[src/rtl/fb_arbiter.sv]
// ---------------------------------------------------------------------------
// fb_arbiter
// Shares one single-port frame-buffer memory between the VGA scan-out stream
// and the GPU draw-engine writer. Reads prefetch 16-bit words (four 4-bit
// gray pixels each) into a small FIFO that feeds the pixel output. Writes are
// slotted in between reads. Reads win whenever the FIFO level drops below
// LOW_WATER.
//
// Ports
//   clk, rst_n            clock, asynchronous active-low reset
//   frame_next_pixel_in   rising edge advances to the next pixel
//   frame_reset_in        rewinds the read pointer to word 0, flushes the FIFO
//   frame_pixel_out       current 4-bit pixel (0 when no word is loaded)
//   underrun_out          sticky: a pixel was needed while the FIFO was empty
//   wr_valid_in/addr/data writer request, held stable until accepted
//   wr_ready_out          one-cycle accept pulse (coincides with mem_ack_in)
//   mem_req_out/we/addr/wdata  memory request, held until mem_ack_in
//   mem_ack_in, mem_rdata_in   one-cycle completion with read data
// ---------------------------------------------------------------------------
module fb_arbiter #(
  parameter int ADDR_WIDTH = 17,
  parameter int FB_WORDS   = 120000,
  parameter int FIFO_DEPTH = 4,
  parameter int LOW_WATER  = 2
) (
  input  logic                  clk,
  input  logic                  rst_n,
  input  logic                  frame_next_pixel_in,
  input  logic                  frame_reset_in,
  output logic [3:0]            frame_pixel_out,
  output logic                  underrun_out,
  input  logic                  wr_valid_in,
  input  logic [ADDR_WIDTH-1:0] wr_addr_in,
  input  logic [15:0]           wr_data_in,
  output logic                  wr_ready_out,
  output logic                  mem_req_out,
  output logic                  mem_we_out,
  output logic [ADDR_WIDTH-1:0] mem_addr_out,
  output logic [15:0]           mem_wdata_out,
  input  logic                  mem_ack_in,
  input  logic [15:0]           mem_rdata_in
);

  localparam int PW  = $clog2(FIFO_DEPTH);
  localparam int CW  = PW + 1;
  localparam int AW1 = ADDR_WIDTH + 1;
  localparam logic [CW-1:0]  DEPTH_C = CW'(FIFO_DEPTH);
  localparam logic [CW-1:0]  LOW_C   = CW'(LOW_WATER);
  localparam logic [AW1-1:0] LIMIT_C = AW1'(FB_WORDS);

  typedef enum logic [1:0] {IDLE, READ, WRITE} state_t;

  state_t                  r_state;
  state_t                  w_nextState;
  logic                    r_npPrev;
  logic                    r_frPrev;
  logic [15:0]             r_fifo [FIFO_DEPTH];
  logic [PW-1:0]           r_wrPtr;
  logic [PW-1:0]           r_rdPtr;
  logic [CW-1:0]           r_count;
  logic [15:0]             r_head;
  logic                    r_headValid;
  logic [1:0]              r_sub;
  logic                    r_underrun;
  logic [ADDR_WIDTH-1:0]   r_rdAddr;
  logic                    r_stale;
  logic [ADDR_WIDTH-1:0]   r_memAddr;
  logic [15:0]             r_memWdata;

  logic w_npEdge;
  logic w_frRise;
  logic w_readInFlight;
  logic w_rdElig;
  logic w_ackRead;
  logic w_push;
  logic w_pop;
  logic w_underrunEvt;

  // Edge detectors; pixel edges are ignored for as long as frame reset is high.
  assign w_npEdge = frame_next_pixel_in & ~r_npPrev & ~frame_reset_in;
  assign w_frRise = frame_reset_in & ~r_frPrev;

  // A read may only start if its data is guaranteed a FIFO slot. No read starts
  // in the rewind cycle itself, so the latched address is always post-rewind.
  assign w_readInFlight = (r_state == READ);
  assign w_rdElig = (({1'b0, r_count} + {{CW{1'b0}}, w_readInFlight}) < {1'b0, DEPTH_C})
                    && ({1'b0, r_rdAddr} < LIMIT_C) && !w_frRise;

  // Data from a read that was in flight across a frame rewind is dropped.
  assign w_ackRead     = (r_state == READ) && mem_ack_in;
  assign w_push        = w_ackRead && !r_stale && !w_frRise;
  assign w_pop         = !w_frRise && (r_count != '0)
                         && ((w_npEdge && (r_sub == 2'd3)) || !r_headValid);
  assign w_underrunEvt = !w_frRise && w_npEdge && (r_sub == 2'd3) && (r_count == '0);

  assign frame_pixel_out = r_headValid ? r_head[{r_sub, 2'b00} +: 4] : 4'd0;
  assign underrun_out    = r_underrun;
  assign mem_addr_out    = r_memAddr;
  assign mem_wdata_out   = r_memWdata;

  // Input history for the edge detectors.
  always_ff @(posedge clk or negedge rst_n) begin
    if (!rst_n) begin
      r_npPrev <= 1'b0;
      r_frPrev <= 1'b0;
    end else begin
      r_npPrev <= frame_next_pixel_in;
      r_frPrev <= frame_reset_in;
    end
  end

  // FIFO storage carries no reset; only the pointers and the level matter.
  always_ff @(posedge clk) begin
    if (w_push) begin
      r_fifo[r_wrPtr] <= mem_rdata_in;
    end
  end

  // FIFO pointers and level; push and pop together leave the level unchanged.
  always_ff @(posedge clk or negedge rst_n) begin
    if (!rst_n) begin
      r_wrPtr <= '0;
      r_rdPtr <= '0;
      r_count <= '0;
    end else if (w_frRise) begin
      r_wrPtr <= '0;
      r_rdPtr <= '0;
      r_count <= '0;
    end else begin
      if (w_push) r_wrPtr <= r_wrPtr + PW'(1);
      if (w_pop)  r_rdPtr <= r_rdPtr + PW'(1);
      if (w_push && !w_pop)      r_count <= r_count + CW'(1);
      else if (w_pop && !w_push) r_count <= r_count - CW'(1);
    end
  end

  // Pixel path: the head word is shown nibble 0 first; a new word is pulled
  // on the 3->0 wrap of sub, or whenever the head is empty and data exists.
  always_ff @(posedge clk or negedge rst_n) begin
    if (!rst_n) begin
      r_head      <= '0;
      r_headValid <= 1'b0;
      r_sub       <= '0;
      r_underrun  <= 1'b0;
    end else if (w_frRise) begin
      r_headValid <= 1'b0;
      r_sub       <= '0;
      r_underrun  <= 1'b0;
    end else begin
      if (w_npEdge) r_sub <= r_sub + 2'd1;
      if (w_pop) begin
        r_head      <= r_fifo[r_rdPtr];
        r_headValid <= 1'b1;
      end else if (w_underrunEvt) begin
        r_headValid <= 1'b0;
        r_underrun  <= 1'b1;
      end
    end
  end

  // Read pointer: stops at FB_WORDS and only a frame rewind brings it back.
  // A rewind during a read marks that read stale so its ack is discarded.
  always_ff @(posedge clk or negedge rst_n) begin
    if (!rst_n) begin
      r_rdAddr <= '0;
      r_stale  <= 1'b0;
    end else if (w_frRise) begin
      r_rdAddr <= '0;
      r_stale  <= (r_state == READ) && !mem_ack_in;
    end else if (w_ackRead) begin
      r_stale <= 1'b0;
      if (!r_stale) r_rdAddr <= r_rdAddr + ADDR_WIDTH'(1);
    end
  end

  // Request address/data are latched at issue so they stay stable even if
  // the read pointer is rewound while the request is outstanding.
  always_ff @(posedge clk or negedge rst_n) begin
    if (!rst_n) begin
      r_memAddr  <= '0;
      r_memWdata <= '0;
    end else if (r_state == IDLE) begin
      if (w_nextState == READ) begin
        r_memAddr  <= r_rdAddr;
        r_memWdata <= '0;
      end else if (w_nextState == WRITE) begin
        r_memAddr  <= wr_addr_in;
        r_memWdata <= wr_data_in;
      end
    end
  end

  // Arbiter state register.
  always_ff @(posedge clk or negedge rst_n) begin
    if (!rst_n) r_state <= IDLE;
    else        r_state <= w_nextState;
  end

  // Arbiter next state and request outputs. Every transaction returns to
  // IDLE, so the request always drops for at least one cycle in between.
  always_comb begin
    w_nextState  = r_state;
    mem_req_out  = 1'b0;
    mem_we_out   = 1'b0;
    wr_ready_out = 1'b0;
    case (r_state)
      IDLE: begin
        if (w_rdElig && (r_count < LOW_C)) w_nextState = READ;
        else if (wr_valid_in)              w_nextState = WRITE;
        else if (w_rdElig)                 w_nextState = READ;
      end
      READ: begin
        mem_req_out = 1'b1;
        if (mem_ack_in) w_nextState = IDLE;
      end
      WRITE: begin
        mem_req_out  = 1'b1;
        mem_we_out   = 1'b1;
        wr_ready_out = mem_ack_in;
        if (mem_ack_in) w_nextState = IDLE;
      end
      default: w_nextState = IDLE;
    endcase
  end

endmodule
[config.mk]
export PLATFORM = sky130hd
export DESIGN_NAME = fb_arbiter
export DESIGN_NICKNAME = d
export VERILOG_FILES = /design/src/rtl/fb_arbiter.sv
export SDC_FILE = /design/constraint.sdc
export NUM_CORES = 1
export LEC_CHECK = 0
export BUFFER_PORTS_ARGS = -buffer_cell sky130_fd_sc_hd__clkbuf_2
export CELL_PAD_IN_SITES_DETAIL_PLACEMENT = 2
export CELL_PAD_IN_SITES_GLOBAL_PLACEMENT = 2
export CORE_AREA = 2 2 107 160
export DETAILED_ROUTE_END_ITERATION = 10
export DIE_AREA = 0 0 109 162
export PLACE_DENSITY = 0.77
export SLEW_MARGIN = 30
export SYNTH_ARGS = -nofsm -noshare
export SYNTH_HDL_FRONTEND = slang
export SYNTH_SLANG_ARGS = --single-unit
[constraint.sdc]
create_clock -name clk -period 4.45 [get_ports clk]
set_clock_uncertainty 0.15 [all_clocks]
set_input_delay 0.2225 -clock clk [delete_from_list [all_inputs] [get_ports clk]]
set_output_delay 0.2225 -clock clk [all_outputs]
set_load 0.02 [all_outputs]
; Word-level counts from Yosys, hierarchy flattened
; Memories as Yosys holds them, arrays and structs flattened. A register that Yosys moved wholly into a read port is not among the register bits.
; Index checks and enable logic that the tools add are counted.
[classes]
n_addsub = 7
n_lt_le_gt_ge = 3
n_eq_ne = 7
shift = 1
n_mux = 35
n_bitwise = 7
reduce_logical = 39
[ops]
columns = operator, count
row1 = 17-bit two-way mux, 5
row2 = 16-bit two-way mux, 2
row3 = 2-bit two-way mux, 10
row4 = "17-bit by 1-bit adder with 17-bit output, second input constant", 1
row5 = "17-bit less-than comparator, second input constant", 1
row6 = 16-bit by 5-bit indexed part select with 4-bit output, 1
row7 = 1-bit logical AND, 15
row8 = 1-bit two-way mux, 13
row9 = 2-bit nonzero test, 6
row10 = 3-bit two-way mux, 3
row11 = 3-bit nonzero test, 3
row12 = 2-bit AND reduction, 4
row13 = 1-bit zero test, 7
row14 = "2-bit by 1-bit adder with 2-bit output, second input constant", 3
row15 = "2-bit equality test, second input constant", 3
row16 = 3-bit by 1-bit adder with 4-bit output, 1
row17 = "2-bit by 1-bit equality test with 1-bit output, second input constant", 2
row18 = "4-bit by 3-bit less-than comparator with 1-bit output, second input constant", 1
row19 = 4-bit two-way mux, 1
row20 = 1-bit NOT, 4
row21 = 2-bit case mux with 2 select lines, 1
row22 = "3-bit by 1-bit adder with 3-bit output, second input constant", 1
row23 = 1-bit bitwise AND, 3
row24 = 3-bit zero test, 1
row25 = other kinds (7), 7
[word_totals]
reg_bits = 66
ramBits = 64
in_bits = 55
out_inout_bits = 41
word_cells = 113
mem_count = 1
[mem_list]
columns = name, depth, word_bits, read_ports, rd_clocked_by_memory_dff, write_ports, line_no
row1 = r_fifo, 4, 16, 1, 1, 1, 57  ; logic [15:0] r_fifo [FIFO_DEPTH];

; Logic depth before layout (Yosys ltp)
; Gate-level depths: netlist (run 1).
[depth]
word_depth = 12
depth_mapped = 12

; Least setup slack after synthesis (run 1)
; No wires, ideal clock.
[synth_path]
kind = reg-to-reg
from = register r_state[1]
to = register r_memAddr[0] (netlist: mem_addr_out[0])
arrival_time_ns = 2.201
required_time_ns = 4.166
path_slack_ns = 1.965
stages_incl_launch_ff = 12
path_buffers = 2
synth_period_minus_slack_ns = 2.485
path_cell_list = dfrtp_1 inv_1 ha_1 nand3_1 o2111ai_1 a2111oi_0 nand2b_1 ha_1 clkbuf_1 clkbuf_1 mux2i_1 o21ai_0
[synth_via]
elab_chain_len = 12
word_cells_on_any_way = 19
classes_between = 1 x add/sub / 1 x order compare / 4 x eq/ne / 6 x mux / 7 x reduce/logical
[synth_rtl]
columns = element, line_no
row1 = start: declaration, 53  ; state_t r_state;
row2 = start signal: assignment, 196  ; else r_state <= w_nextState;
row3 = 2-bit by 1-bit equality test with 1-bit output, "85, 206"
row4 = 3-bit by 1-bit adder with 4-bit output, 86  ; assign w_rdElig = (({1'b0, r_count} + {{CW{1'b0}}, w_readInFlight}) < {1'b0, DEPTH_C})
row5 = 4-bit by 3-bit less-than comparator with 1-bit output, 86
row6 = 1-bit logical AND (2 in a row), 87  ; && ({1'b0, r_rdAddr} < LIMIT_C) && !w_frRise;
row7 = 2-bit two-way mux, 210  ; else if (w_rdElig) w_nextState = READ;
row8 = 2-bit two-way mux, 209  ; else if (wr_valid_in) w_nextState = WRITE;
row9 = 2-bit two-way mux, 208  ; if (w_rdElig && (r_count < LOW_C)) w_nextState = READ;
row10 = 2-bit case mux with 2 select lines *, 206  ; case (r_state)
row11 = named net w_nextState[0], 54  ; state_t w_nextState;
row12 = 2-bit by 1-bit equality test with 1-bit output / 2-bit equality test (equally long branches), "183, 186"
row13 = 2-bit nonzero test (no source line), --
row14 = 2-bit AND reduction (no source line), --
row15 = end signal: assignment, 184  ; r_memAddr <= r_rdAddr;
row16 = end signal: assignment, 187  ; r_memAddr <= wr_addr_in;
row17 = end: declaration, 67  ; logic [ADDR_WIDTH-1:0] r_memAddr;
; The timed path passes the listed nets; every way through them passes the cells marked *.
; A chain may end at the register's enable or synchronous reset.

; Worst setup path in the final report (run 1)
[layout_path]
from = register r_state[1]
to = register r_memWdata[11] (netlist: mem_wdata_out[11])
[layout_via]
elab_chain_len = 12
word_cells_on_any_way = 19
classes_between = 1 x add/sub / 1 x order compare / 4 x eq/ne / 6 x mux / 7 x reduce/logical
[layout_rtl]
columns = element, line_no
row1 = 2-bit by 1-bit equality test with 1-bit output, "85, 206"
row2 = 3-bit by 1-bit adder with 4-bit output, 86
row3 = 4-bit by 3-bit less-than comparator with 1-bit output, 86
row4 = 1-bit logical AND (2 in a row), 87
row5 = 2-bit two-way mux, 210
row6 = 2-bit two-way mux, 209
row7 = 2-bit two-way mux, 208
row8 = 2-bit case mux with 2 select lines *, 206
row9 = named net w_nextState[0], 54
row10 = 2-bit by 1-bit equality test with 1-bit output / 2-bit equality test (equally long branches), "183, 186"
row11 = 2-bit nonzero test (no source line), --
row12 = 2-bit AND reduction (no source line), --
row13 = end signal: assignment, 188  ; r_memWdata <= wr_data_in;
row14 = end: declaration, 68  ; logic [15:0] r_memWdata;
; Marked as above.

==> results of run 1 <==
[sequential cells by signal (all words and copies together) (netlist names)]
| register | flops |
|---|---|
| r_stale | 1 |
| r_sub | 2 |
| r_headValid | 1 |
| r_frPrev | 1 |
| underrun_out | 1 |
| mem_addr_out | 17 |
| r_state | 2 |
| r_head | 16 |
| mem_wdata_out | 16 |
| r_fifo | 64 |
| r_rdAddr | 17 |
| r_rdPtr | 2 |
| r_count | 3 |
| r_wrPtr | 2 |
| r_npPrev | 1 |
[Yosys cell counts, drive strengths merged, types with 2 or more instances]
cell type	instances	area [um2]
o31ai	2	15.0
or4	2	15.0
a32oi	2	17.5
buf	7	50.0
mux2i	20	200
nand4	4	25.0
and4	3	26.3
mux4	20	450
and3	9	56.3
and2	8	50.1
edfxtp	64	1920
nand2	50	188
inv	9	33.8
ha	11	138
or3	5	31.3
xor2	5	43.8
mux2	17	191
a21oi	16	80.1
xnor2	7	61.3
dfrtp	82	2050
nand2b	19	119
nor3	6	35.0
a211oi	4	42.5
clkbuf	18	68.8
nor2	17	63.8
nand3	10	55.1
nor2b	3	18.8
o21ai	41	205
[layout make-up]
cell class                      instances  area (um2)  share of cell area
Sequential cell                       146        3980               0.486
Multi-Input combinational cell        292        2270               0.277
Timing Repair Buffer                  152        1050               0.129
Clock buffer                           17         425              0.0520
Tap cell                              206         258              0.0315
Clock inverter                         15         169              0.0206
Inverter                                9        33.8             0.00413
[metal layers]
layer | vias up | wire length [um] | track usage
met5 | - | 0 | 0
met4 | 0 | 290 | 0.0600
met3 | 22 | 534 | 0.0401
met2 | 94 | 9950 | 0.399
met1 | 2254 | 6440 | 0.220
li1 | 2012 | - | -
[tightest hold or removal path, delay by kind of cell]
| family | cells | cell delay [ns] |
|---|---|---|
| compound gates | 1 | 0.15 |
| buf+inv | 1 | 0.09 |
| mux | 1 | 0.06 |
[worst max-delay path by stage]
stage / start / slack, ns / depth (start not counted) / end
finish: r_state[1] / 1.28 / 10 / mem_wdata_out[11]
global route: r_state[1] / 1.15 / 10 / mem_wdata_out[5]
CTS: r_state[1] / 1.34 / 10 / mem_wdata_out[0]
detailed placement: r_state[1] / 1.58 / 10 / mem_wdata_out[0]
global placement: r_state[1] / 1.42 / 10 / mem_addr_out[8]
floorplan: r_state[1] / 1.96 / 11 / mem_addr_out[0]
[cells by family after synthesis]
group | share of synthesized area
flops | 0.623
simple gates | 0.118
compound gates | 0.0620
mux | 0.132
buf+inv | 0.0239
xor+xnor | 0.0165
fa+ha+maj | 0.0247
[power groups by stage]
stage	clock (mW)	sequential, mW	combinational, mW
finish	1.46	1.99	1.78
global route	1.54	2.03	1.98
global placement	0	1.98	1.60
detailed placement	0	2.01	1.72
floorplan	0	2.02	1.15
CTS	1.49	1.99	1.79
[stage by stage]
stage	hold WS [ns]	area (um2)	util
2_1_floorplan	-0.223	6380	-
3_3_place_gp	0.270	7030	0.434
3_5_place_dp	0.192	7040	0.435
4_1_cts	0.00432	8150	0.503
5_1_grt	0.00450	8180	0.505
6_report	-0.00486	8180	0.505
[repair_timing]
item | CTS | global route
gates resized for setup | 0 | 0
hold endpoints to repair | 182 | 0
hold buffers | 52 | 0
setup buffers | 0 | 0
==> summary.txt, run 1 <==
Run status
  – Status: finished with violations
  – Failing checks: negative hold slack

Hold path
  – Min-delay src: wr_addr_in[10]
  – Worst hold path type: in2reg
  – Hold Path Depth: 3
  – Hold endpoint: mem_addr_out[10]

Floorplan
  – Die Wd: between 100 and 150 um
  – Row cnt: 57
  – Core Region: ~16000 um2
  – Initial core utilization: 0.394
  – Die height: 162 um
  – Io pins: 96
  – Die area: 17700 um2

Clock tree
  – CTS clock-pin slew for the worst setup and hold paths: 0.07 ns
  – Clock sink count: 146
  – Worst-Skew Late Latency: 0.42 ns
  – Root buf cell: clkbuf_16
  – CTS tree: built
  – CTS H-tree lvls: 4
  – CTS Buf Count: 17
  – Clk buf depth: 2

Cells and area
  – Fillers: between 1500 and 2000
  – # diodes: 0
  – Layout cells sized above 1: 0.284
  – Area Growth Syn to Fin: 28.2%
  – Commonest non-fill, non-tap cells in the layout: 94 x clkbuf_2, 81 x dfrtp_1, 64 x edfxtp_1, 52 x dlygate4sd3_1, 50 x nand2_1
  – Final Instance Count excl. Fillers: 837
  – Final net count: around 690
  – Commonest non-fill, non-tap cell in the layout: clkbuf_2

Worst setup path
  – Crit-path max cell delay: 0.54 ns
  – Most Frequent Cell on Critical Path: ha_1
  – Reg2reg start: r_state[1]
  – Worst flop-to-flop path endpoint: mem_wdata_out[11]
  – Setup CP Type: reg2reg
  – Nature of the critical path startpoint: flop
  – Worst Path Arrival: 3.29 ns
  – R2R depth: 10
  – Setup crit end kind: flop
  – CP bufs+invs: 1
  – Worst-path fanout max: 66
  – Crit-path cells: inv_1 -> ha_1 -> nand3_1 -> o2111ai_1 -> a2111oi_0 -> nand2b_1 -> ha_1 -> nand2b_4 -> nand2_1 -> o21ai_0
  – R2R Setup Slk: 1.28 ns
  – Crit-path slowest cell: a2111oi_0
  – Top delay family on crit path: simple AND/OR/NAND/NOR gates
  – Worst Path Required: 4.56 ns

Routing
  – Post-route DRC: 0
  – Post-route ant nets: 0
  – Post-DR vias/cell: roughly 5.2
  – WL/cell: ~21 um
  – Drt pass-1 iters: 4
  – 1st-iter DRT viols: about 200
  – Total number of vias: 4382
  – Final wirelength: ~17000 um

Global routing
  – Vias in the first global route: 5119
  – Initial antenna violation count: 0
  – Grt ovf: 0
  – First-pass GRT wire length: 27300 um
  – Largest net degree at the start of global routing: between 80 and 90
  – GR Util All Layers: 0.206

Timing
  – Unrepaired setup endpoints after global routing: false
  – Setup TNS: 0 ns
  – Hold slack final: -0.00486 ns
  – Period utilisation layout: 0.713
  – Fmax: 315 MHz
  – Final slew viol count: 0
  – Final Setup Violations: 0
  – Final Hold Viols: 1
  – Final setup margin: 1.28 ns
  – Minimum clock period: about 3.2 ns
  – Worst-margin pin slew: a little over 0.9 ns
  – Slew HR: 0.391

Pwr
  – Int Power: roughly 3.3 mW
  – NetSw: 1.92 mW
  – Total power: 5.23 mW
  – Comb pwr share: 0.341
  – Sw Ratio: 0.366
  – Static Leak: 3.38 nW
  – Maximum vdd drop: between 0.3 and 0.4 mV
  – Pwr/cell area: between 600 and 700 nW/um2
  – Clock power frac: 0.280
  – Seq pwr share: 0.380

Placed design
  – Gpl congestion: 0.770
  – HPWL after DPL: 10700 um
  – IO Port Bufs: 95
  – Placed instance count: 751
  – Pre-CTS setup slack: 1.58 ns

Synth
  – Syn_nets: 539
  – Synth Cell Area: 6380 um2
  – Top FF cell, synth: dfrtp_1
  – Post-synthesis async set-or-reset flop share: 0.562
  – Post-synth EDFFs: 64
  – Yosys reg bits: approximately 150
  – Register area share after synthesis: 0.623
  – Synth cell types: 46
  – Syn avg cell area: 13.5 um2
  – Syn. warnings: 0
  – Gate Count Post-Synth: between 400 and 500

Job
  – Max-cap viol count: 0
Note: power is estimated with default switching activity, not from simulation.
==> inputs of run 2 (changes only) <==
CORE_AREA = 2 2 114 171   (was 2 2 107 160)
DIE_AREA = 0 0 116 173   (was 0 0 109 162)
PLACE_DENSITY = 0.72   (was 0.77)
clock period = 2.7 ns   (was 4.45 ns; I/O delays follow)
==> summary.txt, run 2 (same netlist as run 1, synthesis figures left out) <==
Run status
  – Status: complete, no violations (was finished with violations)

Clock tree
  – Post-CTS setup buffers: 0 (unchanged)
  – CTS Buf Count: 17 (unchanged)
  – CTS H-tree lvls: 4 (unchanged)
  – Worst-Skew Late Latency: 0.43 ns (was 0.42 ns)
  – Clk buf depth: 2 (unchanged)
  – CTS tree: built (unchanged)
  – CTS clock-pin slew for the worst setup and hold paths: 0.07 ns (about the same)
  – Clock sink count: 146 (unchanged)
  – Root buf cell: clkbuf_16 (unchanged)

Routing
  – Final wirelength: 17800 um (was 17200 um)
  – 1st-iter DRT viols: 179 (was 197)
  – Post-route DRC: 0 (unchanged)
  – Drt pass-1 iters: 4 (unchanged)
  – Post-DR vias/cell: 4.95 (was 5.24)
  – Total number of vias: 4444 (was 4382)
  – Post-route ant nets: 0 (unchanged)
  – WL/cell: 19.8 um (was 20.6 um)

Global routing
  – First-pass GRT wire length: 28700 um (was 27300 um)
  – Grt ovf: 0 (unchanged)
  – GR Util All Layers: 0.190 (was 0.206)
  – Initial antenna violation count: 0 (unchanged)
  – Largest net degree at the start of global routing: 67 (was 83)
  – Vias in the first global route: 5144 (was 5119)

Cells and area
  – Seq. cell area: 3980 um2 (about the same)
  – Final Instance Count excl. Fillers: 898 (was 837)
  – # diodes: 0 (unchanged)
  – Commonest non-fill, non-tap cell in the layout: clkbuf_2 (unchanged)
  – Commonest non-fill, non-tap cells in the layout: 94 x clkbuf_2, 80 x dfrtp_1, 64 x edfxtp_1, 54 x dlygate4sd3_1, 50 x nand2_1 (was 94 x clkbuf_2, 81 x dfrtp_1, 64 x edfxtp_1, 52 x dlygate4sd3_1, 50 x nand2_1)
  – Fillers: 1810 (was 1538)
  – Final net count: 700 (was 685)
  – Footprint of the multi-input gates: 2310 um2 (was 2270 um2)
  – Largest register FFs: 64 (unchanged)
  – Area Growth Syn to Fin: 32.2% (was 28.2%)
  – Layout cells sized above 1: 0.310 (was 0.284)
  – Most flops, register: r_fifo (unchanged)
  – Final Util: 0.457 (was 0.505)

Worst setup path
  – Top delay family on crit path: simple AND/OR/NAND/NOR gates (unchanged)
  – Nature of the critical path startpoint: flop (unchanged)
  – Setup CP Type: reg2reg (unchanged)
  – Worst-path fanout max: 66 (unchanged)
  – CP bufs+invs: 2 (was 1)
  – Setup crit end kind: flop (unchanged)
  – Worst Path Arrival: 2.78 ns (was 3.29 ns)
  – Worst Path Required: 2.88 ns (was 4.56 ns)
  – Crit-path slowest cell: dfrtp_2 (was a2111oi_0)
  – Crit-path max cell delay: 0.45 ns (was 0.54 ns)
  – Crit-path cells: inv_2 -> ha_2 -> nor2b_1 -> o221ai_1 -> and2_1 -> ha_1 -> nand2b_2 -> buf_12 -> o21ai_0 (was inv_1 -> ha_1 -> nand3_1 -> o2111ai_1 -> a2111oi_0 -> nand2b_1 -> ha_1 -> nand2b_4 -> nand2_1 -> o21ai_0)

Floorplan
  – Die area: 20100 um2 (was 17700 um2)
  – Row cnt: 61 (was 57)
  – Initial core utilization: 0.345 (was 0.394)
  – Die height: 173 um (was 162 um)
  – Core Region: 18500 um2 (was 16200 um2)
  – Io pins: 96 (unchanged)
  – Die Wd: 116 um (was 109 um)

Timing
  – Fmax: 384 MHz (was 315 MHz)
  – Worst-margin pin slew: 0.881 ns (was 0.913 ns)
  – Unrepaired setup endpoints after global routing: false (unchanged)
  – Minimum clock period: 2.61 ns (was 3.17 ns)
  – Final slew viol count: 0 (unchanged)
  – Final Setup Violations: 0 (unchanged)
  – Hold slack final: 0.147 ns (was -0.00486 ns)
  – Slew HR: 0.413 (was 0.391)
  – Final Hold Viols: 0 (was 1)
  – Period utilisation layout: 0.965 (was 0.713)
  – Setup TNS: 0 ns (unchanged)

Placed design
  – Gpl congestion: 0.790 (was 0.770)
  – HPWL after DPL: 11500 um (was 10700 um)
  – IO Port Bufs: 95 (unchanged)
  – Placed instance count: 812 (was 751)

Job
  – Max-cap viol count: 0 (unchanged)

Pwr
  – Pwr/cell area: 1040 nW/um2 (was 639 nW/um2)
  – Static Leak: 3.48 nW (was 3.38 nW)
  – Total power: 8.81 mW (was 5.23 mW)
  – Maximum vdd drop: 0.843 mV (was 0.395 mV)

Hold path
  – Worst hold path type: in2async (was in2reg)
run 2: cell count changes in the layout (fill, tap and decap cells not counted), moves of 3 or more:
cell,previous run,this run
buf_4,3,16
inv_8,1,5
buf_12,0,3
clkinvlp_4,3,0
run 2: worst paths after layout:
check / from / end / slack (ns) / cells past startpoint
worst min register to register: mem_wdata_out[12] / mem_wdata_out[12] / 0.34 / 2
worst max-delay path: r_state[1] / mem_wdata_out[13] / 0.09 / 9
min in group clk: frame_next_pixel_in / r_npPrev / 0.27 / 2
worst max register to register: r_state[1] / mem_wdata_out[13] / 0.09 / 9
max in group asynchronous: rst_n / r_state[1] / 1.56 / 3
worst min-delay path: rst_n / mem_wdata_out[8] / 0.15 / 2
run 2: metrics by stage:
stage | area [um2] | setup slack [ns]
floorplan | 6380 | 0.215
CTS | 8380 | 0.00253
global route | 8440 | 0.0153
finish | 8440 | 0.0946
detailed placement | 7230 | 0.109
global placement | 7230 | 0.224
run 2: worst reg2reg max path, stage by stage (launching register included):
cell and delay [ns]:
dfrtp_2 0.45, inv_2 0.10, ha_2 0.22, nor2b_1 0.26, o221ai_1 0.20, and2_1 0.18, ha_1 0.26, nand2b_2 0.20
buf_12 0.20, o21ai_0 0.28
run 2: layout make-up:
type / count / share of cell area
Multi-Input combinational cell: 292 / 0.274
Sequential cell: 146 / 0.471
Timing Repair Buffer: 167 / 0.141
Tap cell: 252 / 0.0374
Clock buffer: 17 / 0.0504
Clock inverter: 15 / 0.0214
Inverter: 9 / 0.00400
run 2: power breakdown:
part / total (mW) / switching (mW) / leakage, nW / internal [mW]
registers: 3.21 / 0.383 / 1.62 / 2.82
clock network: 2.43 / 1.09 / 0.299 / 1.33
logic: 3.18 / 1.79 / 1.55 / 1.39
total: 8.81 / 3.26 / 3.48 / 5.54
run 2: timing repair:
item / 4_1_cts / 5_1_grt
gates resized for setup: 0 / 14
hold buffers: 54 / 0
hold endpoints to repair: 155 / 0
setup endpoints to repair: 0 / 33
run 2: routing by layer:
metal	global-route usage	wire, um
met1	0.211	6760
met2	0.357	10300
met3	0.0361	511
met4	0.0595	288
met5	0	0
